<file path="config.mk">
export PLATFORM = sky130hd
export DESIGN_NAME = vga_num_writer
export DESIGN_NICKNAME = d
export VERILOG_FILES = /design/src/rtl/vga_pkg.sv /design/src/rtl/vga_bin2bcd.sv /design/src/rtl/vga_num_writer.sv
export SDC_FILE = /design/constraint.sdc
export NUM_CORES = 1
export LEC_CHECK = 0
export ABC_AREA = 1
export BUFFER_PORTS_ARGS = -buffer_cell sky130_fd_sc_hd__buf_4
export CAP_MARGIN = 20
export CORE_UTILIZATION = 45
export DETAILED_ROUTE_END_ITERATION = 10
export HOLD_SLACK_MARGIN = 0.15
export PLACE_DENSITY = 0.66
export SLEW_MARGIN = 20
export SYNTH_ARGS = -nofsm -noshare
export SYNTH_HDL_FRONTEND = slang
export SYNTH_HIERARCHICAL = 1
export SYNTH_SLANG_ARGS = --single-unit
</file>
<file path="constraint.sdc">
create_clock -name clk -period 2.47 [get_ports clk]
set_input_delay 0 -clock clk [delete_from_list [all_inputs] [get_ports clk]]
set_output_delay 0 -clock clk [all_outputs]
set_load 0.05 [all_outputs]
</file>
<file path="src/rtl/vga_pkg.sv">
// Shared definitions for the VGA tile-RAM display blocks: glyph encoding,
// FSM state codes and BCD sizing helper.
package vga_pkg;

  localparam logic [2:0]  GLYPH_PREFIX = 3'b100;
  localparam logic [15:0] BLANK_CODE   = 16'h0000;

  localparam logic [1:0] ST_IDLE    = 2'd0;
  localparam logic [1:0] ST_CONVERT = 2'd1;
  localparam logic [1:0] ST_WRITE   = 2'd2;
  localparam logic [1:0] ST_DONE    = 2'd3;

  // Decimal digits needed for an n-bit unsigned value: ceil(n * log10(2)).
  function automatic int bcd_digits(input int n);
    int d;
    d = (n * 30103 + 99999) / 100000;
    return (d < 1) ? 1 : d;
  endfunction

  // Digit glyphs live at tile code 0x100 + value.
  function automatic logic [15:0] glyph_encode(input logic [3:0] v);
    return {7'b0, GLYPH_PREFIX, 2'b00, v};
  endfunction

endpackage

</file>
<file path="src/rtl/vga_bin2bcd.sv">
// Sequential double-dabble converter: one shift per cycle, NUM_W shifts total,
// the first of which happens on the load edge itself.
module vga_bin2bcd
  import vga_pkg::*;
#(
  parameter  int NUM_W = 16,
  localparam int BCD_D = bcd_digits(NUM_W)
) (
  input  logic               clk,
  input  logic               rst_n,
  input  logic               load,
  input  logic [NUM_W-1:0]   value,
  output logic               ready,
  output logic [4*BCD_D-1:0] bcd
);

  localparam int CNT_W = $clog2(NUM_W + 1);

  logic [NUM_W-1:0]   sh;
  logic [CNT_W-1:0]   cnt;
  logic [4*BCD_D-1:0] adj;

  // NOTE: every variable assigned in always_comb gets a default first so no
  // path leaves it unassigned, which would infer a latch.
  always_comb begin
    adj = bcd;
    for (int i = 0; i < BCD_D; i++) begin
      if (bcd[4*i +: 4] >= 4'd5) adj[4*i +: 4] = bcd[4*i +: 4] + 4'd3;
    end
  end

  // NOTE: sequential state uses non-blocking assignments so every register
  // samples the pre-edge values regardless of statement order.
  always_ff @(posedge clk) begin
    if (!rst_n) begin
      bcd <= '0;
      sh  <= '0;
      cnt <= '0;
    end else if (load) begin
      bcd <= {{(4*BCD_D-1){1'b0}}, value[NUM_W-1]};
      sh  <= value << 1;
      cnt <= CNT_W'(NUM_W - 1);
    end else if (cnt != '0) begin
      bcd <= {adj[4*BCD_D-2:0], sh[NUM_W-1]};
      sh  <= sh << 1;
      cnt <= cnt - 1'b1;
    end
  end

  assign ready = (cnt == '0);

endmodule

</file>
<file path="src/rtl/vga_num_writer.sv">
// Multi-channel decimal number writer: snapshots values on start, converts each
// to BCD and writes one tile-RAM glyph per digit, most significant first.
module vga_num_writer
  import vga_pkg::*;
#(
  parameter int NUM_W     = 16,
  parameter int DIGITS    = 4,
  parameter int CHANNELS  = 2,
  parameter int ADDR_W    = 16,
  parameter int BASE_ADDR = 137,
  parameter int CH_STRIDE = 40
) (
  input  logic                      clk,
  input  logic                      rst_n,
  input  logic                      start,
  input  logic [CHANNELS*NUM_W-1:0] nums,
  input  logic [CHANNELS-1:0]       blank_lz,
  output logic                      busy,
  output logic                      done,
  output logic                      we,
  output logic [ADDR_W-1:0]         addr,
  output logic [15:0]               dina
);

  localparam int BCD_D  = bcd_digits(NUM_W);
  localparam int PAD_D  = (BCD_D > DIGITS) ? BCD_D : DIGITS;
  localparam int CH_IW  = (CHANNELS > 1) ? $clog2(CHANNELS) : 1;
  localparam int DIG_IW = (DIGITS > 1) ? $clog2(DIGITS) : 1;
  localparam logic [CH_IW-1:0]  CH_LAST  = CH_IW'(CHANNELS - 1);
  localparam logic [DIG_IW-1:0] DIG_LAST = DIG_IW'(DIGITS - 1);

  logic [1:0]                state;
  logic [CHANNELS*NUM_W-1:0] nums_q;
  logic [CHANNELS-1:0]       blank_q;
  logic [CH_IW-1:0]          ch;
  logic [DIG_IW-1:0]         dig;

  logic                      conv_load;
  logic [NUM_W-1:0]          conv_value;
  logic                      conv_ready;
  logic [4*BCD_D-1:0]        bcd;
  logic [4*PAD_D-1:0]        bcd_pad;

  logic                      last_dig;
  logic                      last_ch;
  logic                      sat;
  logic                      blank_en;
  logic                      zero_run;
  logic [3:0]                disp [DIGITS];
  logic [15:0]               code [DIGITS];
  logic [DIG_IW-1:0]         wr_dig;
  logic [ADDR_W-1:0]         addr_next;

  assign last_dig = (dig == DIG_LAST);
  assign last_ch  = (ch == CH_LAST);

  // The first channel converts straight from the inputs in the start cycle;
  // later channels come from the snapshot.
  always_comb begin
    conv_load  = 1'b0;
    conv_value = '0;
    if (state == ST_IDLE && start) begin
      conv_load  = 1'b1;
      conv_value = nums[NUM_W-1:0];
    end else if (state == ST_WRITE && last_dig && !last_ch) begin
      conv_load = 1'b1;
      for (int c = 1; c < CHANNELS; c++) begin
        if (CH_IW'(c) == ch + 1'b1) conv_value = nums_q[c*NUM_W +: NUM_W];
      end
    end
  end

  vga_bin2bcd #(.NUM_W(NUM_W)) u_bin2bcd (
    .clk   (clk),
    .rst_n (rst_n),
    .load  (conv_load),
    .value (conv_value),
    .ready (conv_ready),
    .bcd   (bcd)
  );

  assign bcd_pad = (4*PAD_D)'(bcd);

  // Digit glyphs for the current channel, index 0 = most significant.
  always_comb begin
    sat      = 1'b0;
    blank_en = 1'b0;
    zero_run = 1'b1;
    for (int p = DIGITS; p < PAD_D; p++) begin
      if (bcd_pad[4*p +: 4] != 4'd0) sat = 1'b1;
    end
    for (int c = 0; c < CHANNELS; c++) begin
      if (CH_IW'(c) == ch) blank_en = blank_q[c];
    end
    for (int i = 0; i < DIGITS; i++) begin
      disp[i]  = sat ? 4'd9 : bcd_pad[4*(DIGITS-1-i) +: 4];
      zero_run = zero_run && (disp[i] == 4'd0);
      if (blank_en && zero_run && (i != DIGITS - 1)) code[i] = BLANK_CODE;
      else                                           code[i] = glyph_encode(disp[i]);
    end
  end

  assign wr_dig    = (state == ST_CONVERT) ? '0 : dig + 1'b1;
  assign addr_next = ADDR_W'(BASE_ADDR) + ADDR_W'(ch) * ADDR_W'(CH_STRIDE)
                   + ADDR_W'(wr_dig);

  always_ff @(posedge clk) begin
    if (!rst_n) begin
      state   <= ST_IDLE;
      nums_q  <= '0;
      blank_q <= '0;
      ch      <= '0;
      dig     <= '0;
      busy    <= 1'b0;
      done    <= 1'b0;
      we      <= 1'b0;
      addr    <= '0;
      dina    <= '0;
    end else begin
      done <= 1'b0;
      we   <= 1'b0;
      case (state)
        ST_IDLE: begin
          if (start) begin
            nums_q  <= nums;
            blank_q <= blank_lz;
            ch      <= '0;
            busy    <= 1'b1;
            state   <= ST_CONVERT;
          end
        end
        ST_CONVERT: begin
          if (conv_ready) begin
            we    <= 1'b1;
            addr  <= addr_next;
            dina  <= code[wr_dig];
            dig   <= '0;
            state <= ST_WRITE;
          end
        end
        ST_WRITE: begin
          if (!last_dig) begin
            we   <= 1'b1;
            addr <= addr_next;
            dina <= code[wr_dig];
            dig  <= wr_dig;
          end else if (!last_ch) begin
            ch    <= ch + 1'b1;
            state <= ST_CONVERT;
          end else begin
            busy  <= 1'b0;
            done  <= 1'b1;
            state <= ST_DONE;
          end
        end
        default: state <= ST_IDLE;
      endcase
    end
  end

endmodule
</file>
After elaboration in Yosys (flattened, before gate mapping)
Index checks and enable logic that the tools add are counted.
- flip-flop bits (word level): 114
- input bits: 37
- output and inout port bits: 35
- word-level logic and storage cells: 123
- add/subtract/negate cells: 10
- multipliers: 1
- $lt $le $gt $ge: 6
- eq/ne operators: 8
- muxes and demuxes: 55
- bitwise gates (word level): 2
- reductions and logical operators: 26
- operators with widths (cell ; count):
    2-to-1 mux 16 bit ; 11
    case mux 16 bit (2 select lines) ; 2
    2-to-1 mux 4 bit ; 10
    binary-select mux 16 bit (select 2 bit) ; 1
    2-to-1 mux 9 bit ; 3
    greater-or-equal comparator 4 x 3 -> 1 bit (second input constant) ; 5
    adder 4 x 2 -> 4 bit (second input constant) ; 4
    2-to-1 mux 1 bit ; 15
    2-to-1 mux 2 bit ; 7
    zero test 4 bit ; 3
    AND reduction 3 bit ; 4
    adder 9 x 2 -> 10 bit ; 1
    inequality test 2 bit (second input constant) ; 5
    adder 8 x 7 -> 9 bit (first input constant) ; 1
    logical AND 1 bit ; 8
    case mux 1 bit (2 select lines) ; 3
    case mux 2 bit (3 select lines) ; 1
    nonzero test 2 bit ; 3
    zero test 5 bit ; 1
    nonzero test 5 bit ; 1
    subtractor 5 x 1 -> 5 bit (second input constant) ; 1
    equality test 2 bit (second input constant) ; 2
    multiplier 1 x 3 -> 4 bit (second input constant) ; 1
    case mux 2 bit (2 select lines) ; 1
    other kinds (14) ; 14

Logic depth before layout (Yosys ltp)
Gate-level depths: netlist of run 1.
- word-level depth: 13
- gate-level depth with buffers: 14
- depth with buffers taken out: 11

By module
The synthesis of run 1 kept the hierarchy.
- modules (own cells, without submodules) (module ; instances ; cells each ; area an instance (µm²) ; sequential area each (µm²)):
    vga_bin2bcd ; 1 ; 349 ; 2327.2 ; 800.8
    vga_num_writer ; 1 ; 304 ; 2062.0 ; 740.7

Worst setup path after synthesis of run 1
Ideal clock, no wire load.
- path kind: register to register
- from: reg state[0]
- to: reg u_bin2bcd.bcd[10]
- setup time: 0.064 ns
- arrival time: 1.997 ns
- required time: 2.406 ns
- setup slack: 0.409 ns
- cell stages (with the launch flop): 14
- buffers on the path: 4
- period minus slack after synthesis: 2.061 ns
- path through: dfxtp_1 -> inv_1 -> ha_1 -> buf_6 -> nand2_4 -> inv_2 -> nand2_1 -> clkbuf_1 -> nand2_1 -> buf_6 -> nor2_4 -> clkbuf_1 -> o21ai_0 -> nor2_1
- cells in the longest elaborated chain, start to end: 6
- elaborated cells between the ends (all ways): 8
- classes of those cells: eq/ne (1); mux (2); reduce/logical (5)
- RTL lines (item ; RTL line ; RTL):
    start: declaration ; vga_num_writer.sv:32 ; logic [1:0] state;
    start signal: assignment ; vga_num_writer.sv:109 ; state <= ST_IDLE;
    start signal: assignment ; vga_num_writer.sv:129 ; state <= ST_CONVERT;
    start signal: assignment ; vga_num_writer.sv:138 ; state <= ST_WRITE;
    equality test 2 bit ; vga_num_writer.sv:65 ; end else if (state == ST_WRITE && last_dig && !last_ch) begin
    logical AND 1 bit (2 in a row) ; vga_num_writer.sv:65 ;
    2-to-1 mux 1 bit ; vga_num_writer.sv:65 ;
    2-to-1 mux 1 bit * ; vga_num_writer.sv:62 ; if (state == ST_IDLE && start) begin
    via conv_load ; vga_num_writer.sv:38 ; logic conv_load;
    OR reduction 2 bit (no source line) * ; - ;
    end signal: assignment ; vga_bin2bcd.sv:40 ; bcd <= {{(4*BCD_D-1){1'b0}}, value[NUM_W-1]};
    end signal: assignment ; vga_bin2bcd.sv:44 ; bcd <= {adj[4*BCD_D-2:0], sh[NUM_W-1]};
    end: declaration ; vga_bin2bcd.sv:14 ; output logic [4*BCD_D-1:0] bcd
Mark *: on every way through the listed nets, which the timed path passes. The rest lies on a longest branch.
A chain may end at the register's enable or synchronous reset.

Worst setup path after layout of run 1
- from: reg state[0]
- to: reg nums_q[29]
- cells in the longest elaborated chain, start to end: 2
- RTL lines (item ; RTL line ; RTL):
    zero test 2 bit ; vga_num_writer.sv:122 ; case (state)
    AND reduction 2 bit (no source line) ; - ;
    end signal: assignment ; vga_num_writer.sv:125 ; nums_q <= nums;
    end: declaration ; vga_num_writer.sv:33 ; logic [CHANNELS*NUM_W-1:0] nums_q;
No other way between the ends.

==> flow_summary.json, run 1 <==
{
  "fin_nets": 777,
  "leakagePower_nw": 2.39,
  "synth_mux_area_share_pct": 0,
  "synth.area.top_cells": "dfxtp_1, nand2_1, a21oi_1, inv_1, ha_1",
  "first_iter_violations": 228,
  "ys_seq_elements": 77,
  "multi_input_area_sq_mm": 0.00235,
  "p_int_mw": 3.21,
  "critical_path_arrival_ns": 2.48,
  "finalSetupTns_ns": 0,
  "yosys_warnings": 6,
  "synth_xor_area_share_pct": 0,
  "dieArea_sq_mm": 0.0102,
  "status": "finished, final reports clean",
  "routed_via_density": 5.07,
  "wl_um": 10700,
  "cp_max_fo": 32,
  "end_kind": "register",
  "reg2regPathDepth": 7,
  "vdd_drop_max_uv": 529,
  "grt_pass1_wl_um": 18600,
  "grt_max_degree": 38,
  "clock-root-buffer": "clkbuf_8",
  "r2r_slack_ns": 0.23,
  "sw_frac_of_total_pct": 47.3,
  "worstPathCellList": "inv_1 -> ha_1 -> nand2_1 -> clkinvlp_4 -> nand2_1 -> a21oi_1 -> dlygate4sd3_1",
  "cts_tree": "done",
  "cts_max_level": 3,
  "insertion_delay_ns": 0.35,
  "die_x_um": 101,
  "min_from": "nums[4]",
  "dieHeight_um": 101,
  "hold_path.class": "in -> reg",
  "clk_path_buf_depth": 2,
  "crit_end": "nums_q[29]$_SDFFE_PN0P_",
  "crit_path_start_kind": "register",
  "hold_violations": 0,
  "setup_viol": 0,
  "cts_num_sinks": 77,
  "required_ns": 2.71,
  "synth.distinct_cells": 31,
  "post-cts-setup-buffer-count": 0,
  "hold_slack_ns": 0.174,
  "synth-seq-area-share_pct": 35.1,
  "regArea_sq_mm": 0.00154,
  "syn_inst": 653,
  "worst_slack_ns": 0.232,
  "yosys.area_share.adder_pct": 4.56,
  "comb_power_share_pct": 52.0,
  "worst_path_most_repeated_cell": "nand2_1",
  "seqPwrFrac_pct": 30.3,
  "grt_usage_pct": 22.8,
  "r2r-end": "nums_q[29]$_SDFFE_PN0P_",
  "core_sq_mm": 0.00933,
  "p_clk_share_pct": 17.8,
  "p_switching_mw": 2.87,
  "finalNonFillerCells": 858,
  "rsz0062_at_grt": "false",
  "clock.fmax_ghz": 0.447,
  "start_util_pct": 47.1,
  "power_density_mw_per_mm2": 1150,
  "synth_compound_area_share_pct": 12.7,
  "synthSimpleGateAreaFrac_pct": 34.3,
  "synth_area_sq_mm": 0.00439,
  "area_delta_synth_final_pct": 20.2,
  "critPathKind": "reg -> reg",
  "report.final.slew_viol_count": 0,
  "firstDrtPassIters": 5,
  "num_vias": 4353,
  "max_stage_delay_ns": 0.55,
  "skew_ns": 0.0127,
  "placedCellCount": 813,
  "synth_top_family_by_area": "simple AND/OR/NAND/NOR gates",
  "drive_above_1_share_pct": 13.9,
  "hpwl_um": 7270,
  "antenna_found_initial": 0,
  "path_depth": 7,
  "antenna_cells": 0,
  "finalCritPeriodShare_pct": 90.6,
  "avgRoutedWirePerCell_um": 12.5,
  "overflow": 0,
  "drv_cap": 0,
  "cpLargestDelayFamily": "buffers and inverters",
  "drc_errors": 0,
  "ant_nets": 0,
  "yosysTopAreaCell": "dfxtp_1",
  "syn_avg_cell_area_sq_um": 6.72,
  "finalWeightedCongestion": 0.807,
  "port_buffers": 51,
  "synth_top_area_share_pct": 35.1,
  "reg2reg_from": "state[0]$_SDFFE_PN0P_",
  "worst_path_max_delay_cell": "dlygate4sd3_1",
  "n_fill_cell": 899,
  "pre_cts_ws_ns": 0.233,
  "num_rows": 35,
  "layout_min_cycle_time_ns": 2.24,
  "grt_pass1_vias": 4032,
  "cts.clk_slew.worst_paths_ns": 0.09,
  "critPathLaunch": "state[0]$_SDFFE_PN0P_",
  "final_util_pct": 56.6,
  "pin_count": 72,
  "crit_buf_inv": 3,
  "cts_made_buffers": 9
}
## metrics by stage
| stage | instance area, sq um | power, mW |
|---|---|---|
| 5_1_grt | 5280 | 6.61 |
| 6_report | 5280 | 6.08 |
| 3_5_place_dp | 4750 | 4.93 |
| 4_1_cts | 5270 | 6.07 |
| 2_1_floorplan | 4460 | 4.35 |
| 3_3_place_gp | 4750 | 4.85 |
## per-layer routing
metal	vias to the layer above	part of all wire, %	wire (um)	global-route usage, %
li1	2218	-	-	-
met1	2031	47	5050	29.5
met2	100	48	5160	38.7
met5	-	0	0	0
met4	0	0.62	66	5.35
met3	4	4.0	428	4.92
## how the worst min path moves through the flow
stage | end | slack [ns] | cells past startpoint
2_1_floorplan | nums_q[16]$_SDFFE_PN0P_ | 0.14 | 2
3_3_place_gp | nums_q[31]$_SDFFE_PN0P_ | 0.26 | 3
3_5_place_dp | nums_q[17]$_SDFFE_PN0P_ | 0.26 | 3
4_1_cts | u_bin2bcd/sh[5]$_SDFFE_PN0P_ | 0.16 | 7
5_1_grt | u_bin2bcd/sh[5]$_SDFFE_PN0P_ | 0.21 | 7
6_report | u_bin2bcd/sh[5]$_SDFFE_PN0P_ | 0.17 | 7
## cells in the mapped netlist, drive strengths merged
cell and instances:
nand4 31, a211oi 2, o21ai 39, nand3b 5
conb 1, buf 38, inv 60, clkbuf 14
o211ai 2, nand2 199, o21a 1, a21oi 64
nor2 56, ha 16, dfxtp 77, nand3 39
nor3 2, or2 5, clkinv 2
## registers in the layout, indices dropped and copies added, names as in the netlist, 5 cells and up
signal         flops
u_bin2bcd/cnt      5
u_bin2bcd/bcd     20
u_bin2bcd/sh      15
dina               5
addr               6
nums_q            16
## cells by family after synthesis
group                    count (synthesis)
adder cells (fa/ha/maj)                 16
buffers and inverters                  114
flip-flops                              77
AO/OA/AOI/OAI                          108
other                                    1
AND/OR/NAND/NOR                        337
## power by group through the flow
stage	registers [mW]	logic (mW)	clock network, mW
2_1_floorplan	2.02	2.33	0
3_3_place_gp	1.85	2.99	0
3_5_place_dp	1.86	3.07	0
4_1_cts	1.84	3.13	1.10
5_1_grt	1.89	3.57	1.16
6_report	1.84	3.16	1.08
## tightest hold or removal path, stage by stage
cell,delay (ns)
buf_4,0.08
nand2_1,0.04
o21ai_0,0.07
nand2_1,0.06
nand2_1,0.06
nand2_1,0.05
a21oi_1,0.12
## layout by cell type (no fill, tap or decap), types with 3 or more instances in the layout
cell           netlist  routed
nand2_1            198     198
dfxtp_1             77      77
buf_4               24      64
a21oi_1             63      63
inv_1               57      56
nor2_1              52      52
o21ai_0             38      38
nand3_1             34      34
nand4_1             30      30
dlygate4sd3_1        0      29
conb_1               1      20
ha_1                16      16
clkbuf_8             0       9
nand3b_1             5       5
nand3_2              5       5
or2_2                5       5
nor2_4               4       4
inv_2                3       3
## final cells by class
| cell class | count | share of cell area (%) |
|---|---|---|
| Clock buffer | 10 | 2.42 |
| Timing Repair Buffer | 93 | 14.6 |
| Inverter | 62 | 4.48 |
| Tap cell | 129 | 3.06 |
| Clock inverter | 6 | 1.78 |
| Sequential cell | 77 | 29.2 |
| Multi-Input combinational cell | 481 | 44.5 |
## repair_timing
action / in CTS / in global routing
setup endpoints to repair: 0 / 19
hold buffers: 29 / 0
gates resized for setup: 0 / 2
hold endpoints to repair: 38 / 0
No activity file was read; power rests on OpenSTA's default activity.
==> run 2: changes to the inputs <==
--- a/config.mk
+++ b/config.mk
@@ -8,6 +8,7 @@
 export ABC_AREA = 1
 export BUFFER_PORTS_ARGS = -buffer_cell sky130_fd_sc_hd__buf_4
 export CAP_MARGIN = 20
+export CORE_MARGIN = 2
 export CORE_UTILIZATION = 45
 export DETAILED_ROUTE_END_ITERATION = 10
 export HOLD_SLACK_MARGIN = 0.15
==> flow_summary.json, run 2 (same netlist as run 1, synthesis figures left out) <==
{
  "routed_via_density": 4.97,
  "required_ns": 2.71,
  "avgRoutedWirePerCell_um": 12.0,
  "ant_nets": 0,
  "grt_usage_pct": 21.5,
  "insertion_delay_ns": 0.35,
  "critical_path_arrival_ns": 2.51,
  "num_rows": 36,
  "firstDrtPassIters": 4,
  "status": "finished, final reports clean",
  "reg_top3": "u_bin2bcd/bcd (20), nums_q (16), u_bin2bcd/sh (15)",
  "layout_min_cycle_time_ns": 2.27,
  "sw_frac_of_total_pct": 47.4,
  "largest_register_ffs": 20,
  "pin_count": 72,
  "cts_num_sinks": 77,
  "num_vias": 4281,
  "worst_path_max_delay_cell": "dlygate4sd3_1",
  "finalWeightedCongestion": 0.817,
  "finalSetupTns_ns": 0,
  "dieHeight_um": 103,
  "comb_power_share_pct": 52.6,
  "p_clk_share_pct": 16.4,
  "finalCritPeriodShare_pct": 91.8,
  "overflow": 0,
  "wl_um": 10400,
  "cts_max_level": 3,
  "antenna_found_initial": 0,
  "worst_path_most_repeated_cell": "dlygate4sd3_1",
  "final_cell_mix": "nand2_1, dfxtp_1, buf_4",
  "hold_path.class": "in -> reg",
  "p_int_mw": 3.12,
  "clock-root-buffer": "clkbuf_8",
  "multi_input_area_sq_mm": 0.00234,
  "regMostFlops": "u_bin2bcd/bcd",
  "pre_cts_ws_ns": 0.405,
  "drv_cap": 0,
  "core_sq_mm": 0.00964,
  "drive_above_1_share_pct": 14.0,
  "max_stage_delay_ns": 0.57,
  "critPathKind": "reg -> reg",
  "antenna_cells": 0,
  "cts_tree": "done",
  "hold_violations": 0,
  "area_delta_synth_final_pct": 19.5,
  "worst_slack_ns": 0.203,
  "setup_viol": 0,
  "layout_commonest_cell": "nand2_1",
  "hpwl_um": 7270,
  "die_x_um": 103,
  "n_fill_cell": 951,
  "cpLargestDelayFamily": "buffers and inverters",
  "seqPwrFrac_pct": 31.1,
  "drc_errors": 0,
  "power_density_mw_per_mm2": 1130,
  "report.final.slew_viol_count": 0,
  "crit_path_start_kind": "register",
  "cts_made_buffers": 9,
  "r2r_slack_ns": 0.20,
  "p_switching_mw": 2.81,
  "dieArea_sq_mm": 0.0106,
  "crit_buf_inv": 3,
  "leakagePower_nw": 2.40,
  "first_iter_violations": 139,
  "cts.clk_slew.worst_paths_ns": 0.08,
  "start_util_pct": 45.5,
  "grt_pass1_vias": 4029,
  "clock.fmax_ghz": 0.441,
  "rsz0062_at_grt": "false",
  "clk_path_buf_depth": 2,
  "end_kind": "register",
  "cp_max_fo": 7,
  "regArea_sq_mm": 0.00154,
  "post-cts-setup-buffer-count": 0,
  "vdd_drop_max_uv": 489,
  "fin_nets": 777,
  "grt_pass1_wl_um": 18100,
  "port_buffers": 51,
  "grt_max_degree": 38,
  "worstPathCellList": "inv_1 -> ha_1 -> nand2_1 -> o21ai_0 -> dlygate4sd3_1 -> a21oi_1 -> dlygate4sd3_1",
  "skew_ns": 0.00872
}
[run 2: cell types whose count changed in the layout (fill, tap and decap cells not counted), sizes merged]
cell         change
inv              -1
buf              +1
clkinv           +4
clkinvlp         -2
dlygate4sd3      -1
bufinv           -1
[run 2: per-layer routing]
layer / up-vias / track usage [%] / share of wire, %
met4: 0 / 7.69 / 1.9
met2: 114 / 35.6 / 46
met3: 16 / 4.61 / 4.5
met5: - / 0 / 0
li1: 2218 / - / -
met1: 1933 / 27.7 / 48
[run 2: power groups by stage]
stage / clock (mW) / combinational (mW) / sequential (mW)
after global routing: 1.05 / 3.53 / 1.89
final: 0.970 / 3.12 / 1.84
after CTS: 0.998 / 3.12 / 1.84
after floorplan: 0 / 2.33 / 2.02
after detailed placement: 0 / 3.06 / 1.87
after global placement: 0 / 3.01 / 1.86
[run 2: what timing repair did]
item | CTS | global route
endpoints found under the hold margin | 32 | 0
hold buffers | 28 | 0
gates resized for setup | 0 | 0
[run 2: worst register-to-register path, cell delays in order, from the launching register on]
cell	delay (ns)
dfxtp_1	0.32
inv_1	0.12
ha_1	0.21
nand2_1	0.17
o21ai_0	0.18
dlygate4sd3_1	0.57
a21oi_1	0.04
dlygate4sd3_1	0.56
[run 2: worst paths after layout]
check | startpoint | end | cells after the start
setup / recovery | state[0]$_SDFFE_PN0P_ | blank_q[0]$_SDFFE_PN0P_ | 7
hold / removal | nums[9] | u_bin2bcd/sh[10]$_SDFFE_PN0P_ | 7
setup reg to reg | state[0]$_SDFFE_PN0P_ | blank_q[0]$_SDFFE_PN0P_ | 7
hold reg to reg | nums_q[24]$_SDFFE_PN0P_ | nums_q[24]$_SDFFE_PN0P_ | 2
[run 2: metrics by stage]
step                hold WS [ns]  instances  cell area, sq um  total power [mW]  utilization (%)
global placement           0.257        818              4770              4.87             49.4
detailed placement         0.265        818              4770              4.93             49.4
finish                     0.173        862              5250              5.93             54.4
floorplan                  0.144        672              4460              4.35                -
global route               0.196        862              5250              6.47             54.4
CTS                        0.151        862              5250              5.96             54.4
[run 2: area by class of cell]
cell class | instances | area share [%]
repair buffers | 93 | 14.6
well taps | 133 | 3.17
clock buffers | 10 | 2.62
flip-flops and latches | 77 | 29.4
multi-input cells | 481 | 44.6
inverters | 62 | 4.44
clock inverters | 6 | 1.19
==> run 3: changes to the inputs <==
--- a/config.mk
+++ b/config.mk
@@ -12,7 +12,7 @@
 export CORE_UTILIZATION = 45
 export DETAILED_ROUTE_END_ITERATION = 10
 export HOLD_SLACK_MARGIN = 0.15
-export PLACE_DENSITY = 0.66
+export PLACE_DENSITY = 0.64
 export SLEW_MARGIN = 20
 export SYNTH_ARGS = -nofsm -noshare
 export SYNTH_HDL_FRONTEND = slang
==> constraint.sdc (replaced) <==
create_clock -name clk -period 2.47 [get_ports clk]
set_input_delay 0.494 -clock clk [delete_from_list [all_inputs] [get_ports clk]]
set_output_delay 0.494 -clock clk [all_outputs]
set_load 0.05 [all_outputs]
==> flow_summary.json, run 3 (same netlist as run 1, synthesis figures left out) <==
{
  "final_cell_mix": "nand2_1, dfxtp_1, buf_4",
  "worst_path_max_delay_cell": "dfxtp_1",
  "crit_path_start_kind": "register",
  "worstPathCellList": "inv_1 -> ha_1 -> nand2_1 -> nand2_1 -> inv_2 -> buf_4 -> nand2_1 -> nand2_1 -> nand2_1 -> a21oi_1",
  "skew_ns": 0.0100,
  "finalCritPeriodShare_pct": 88.6,
  "num_rows": 36,
  "power_mw": 6.03,
  "worst_path_most_repeated_cell": "nand2_1",
  "avgRoutedWirePerCell_um": 12.4,
  "regMostFlops": "u_bin2bcd/bcd",
  "reg2reg_from": "state[0]$_SDFFE_PN0P_",
  "clk_path_buf_depth": 2,
  "finalWeightedCongestion": 0.893,
  "firstDrtPassIters": 5,
  "core_sq_mm": 0.00964,
  "antenna_cells": 0,
  "critPathLaunch": "state[0]$_SDFFE_PN0P_",
  "reg2regPathDepth": 10,
  "critical_path_arrival_ns": 2.47,
  "rsz0062_at_grt": "false",
  "whs_path_depth": 3,
  "cts_max_level": 3,
  "dieArea_sq_mm": 0.0106,
  "required_ns": 2.75,
  "power_density_mw_per_mm2": 1210,
  "setup_viol": 0,
  "first_iter_violations": 206,
  "max_stage_delay_ns": 0.35,
  "reg_top3": "u_bin2bcd/bcd (20), nums_q (16), u_bin2bcd/sh (15)",
  "hpwl_um": 7350,
  "die_x_um": 103,
  "start_util_pct": 45.5,
  "critPathKind": "reg -> reg",
  "wl_um": 10400,
  "vdd_drop_max_uv": 516,
  "area_delta_synth_final_pct": 13.7,
  "port_buffers": 51,
  "antenna_found_initial": 0,
  "cp_max_fo": 19,
  "grt_max_degree": 38,
  "end_kind": "register",
  "fin_nets": 749,
  "drc_errors": 0,
  "hold_buffers": 0,
  "placedCellCount": 818,
  "insertion_delay_ns": 0.35,
  "grt_pass1_wl_um": 17400,
  "drive_above_1_share_pct": 14.3,
  "post-cts-setup-buffer-count": 0,
  "cts.clk_slew.worst_paths_ns": 0.09,
  "num_vias": 4247,
  "cts_num_sinks": 77,
  "layout_min_cycle_time_ns": 2.19,
  "finalNonFillerCells": 834,
  "overflow": 0,
  "routed_via_density": 5.09,
  "pin_count": 72,
  "drv_cap": 0,
  "clock-root-buffer": "clkbuf_8",
  "cts_resized": 0,
  "min_from": "nums[16]",
  "clock.fmax_ghz": 0.457,
  "ant_nets": 0,
  "dieHeight_um": 103,
  "hold_violations": 0,
  "n_fill_cell": 1000,
  "finalSetupTns_ns": 0,
  "cts_made_buffers": 9,
  "grt_pass1_vias": 3832,
  "layout_commonest_cell": "nand2_1",
  "report.final.slew_viol_count": 0,
  "hold_path.class": "in -> reg",
  "status": "finished, final reports clean",
  "largest_register_ffs": 20,
  "cts_tree": "done",
  "grt_usage_pct": 20.4,
  "leakagePower_nw": 2.27
}
-- run 3: final timing paths --
check                                               endpoint  slack, ns
worst max register to register  u_bin2bcd/sh[3]$_SDFFE_PN0P_       0.28
worst min-delay path                 nums_q[16]$_SDFFE_PN0P_       0.39
worst min register to register       blank_q[1]$_SDFFE_PN0P_       0.46
worst max-delay path            u_bin2bcd/sh[3]$_SDFFE_PN0P_       0.28
-- run 3: worst max-delay path, delay by kind of cell (launching register included) --
kind            cells  cell delay, ns
fa+ha+maj           1            0.24
buf+inv             3            0.67
compound gates      1            0.15
flops               1            0.35
simple gates        5            0.69
-- run 3: metrics by stage --
step	instance area [sq um]	hold WS (ns)	worst slack, ns	util, %
2_1_floorplan	4460	0.429	0.409	-
3_3_place_gp	4770	0.440	0.280	49.4
3_5_place_dp	4770	0.451	0.189	49.4
4_1_cts	4980	0.381	0.149	51.7
5_1_grt	4990	0.379	0.0619	51.8
6_report	4990	0.390	0.282	51.8
-- run 3: layout make-up --
class,instances,area (sq um),area share (%)
clock inverters,5,85.1,1.70
flip-flops and latches,77,1540,30.9
clock buffers,11,131,2.63
inverters,62,233,4.66
well taps,133,166,3.33
multi-input cells,481,2350,47.0
repair buffers,65,488,9.78
-- run 3: power by group --
| part | total, mW | leakage [nW] | internal, mW | switching (mW) |
|---|---|---|---|---|
| Sequential | 1.84 | 0.629 | 1.56 | 0.284 |
| Combinational | 3.13 | 1.54 | 1.03 | 2.09 |
| Clock | 1.06 | 0.104 | 0.574 | 0.485 |
-- run 3: routing by layer --
layer	part of all wire (%)	vias to the layer above	global-route usage, %
met3	4.9	7	4.14
li1	-	2163	-
met2	46	119	34.0
met5	0	-	0
met4	0.93	0	5.77
met1	48	1958	27.0
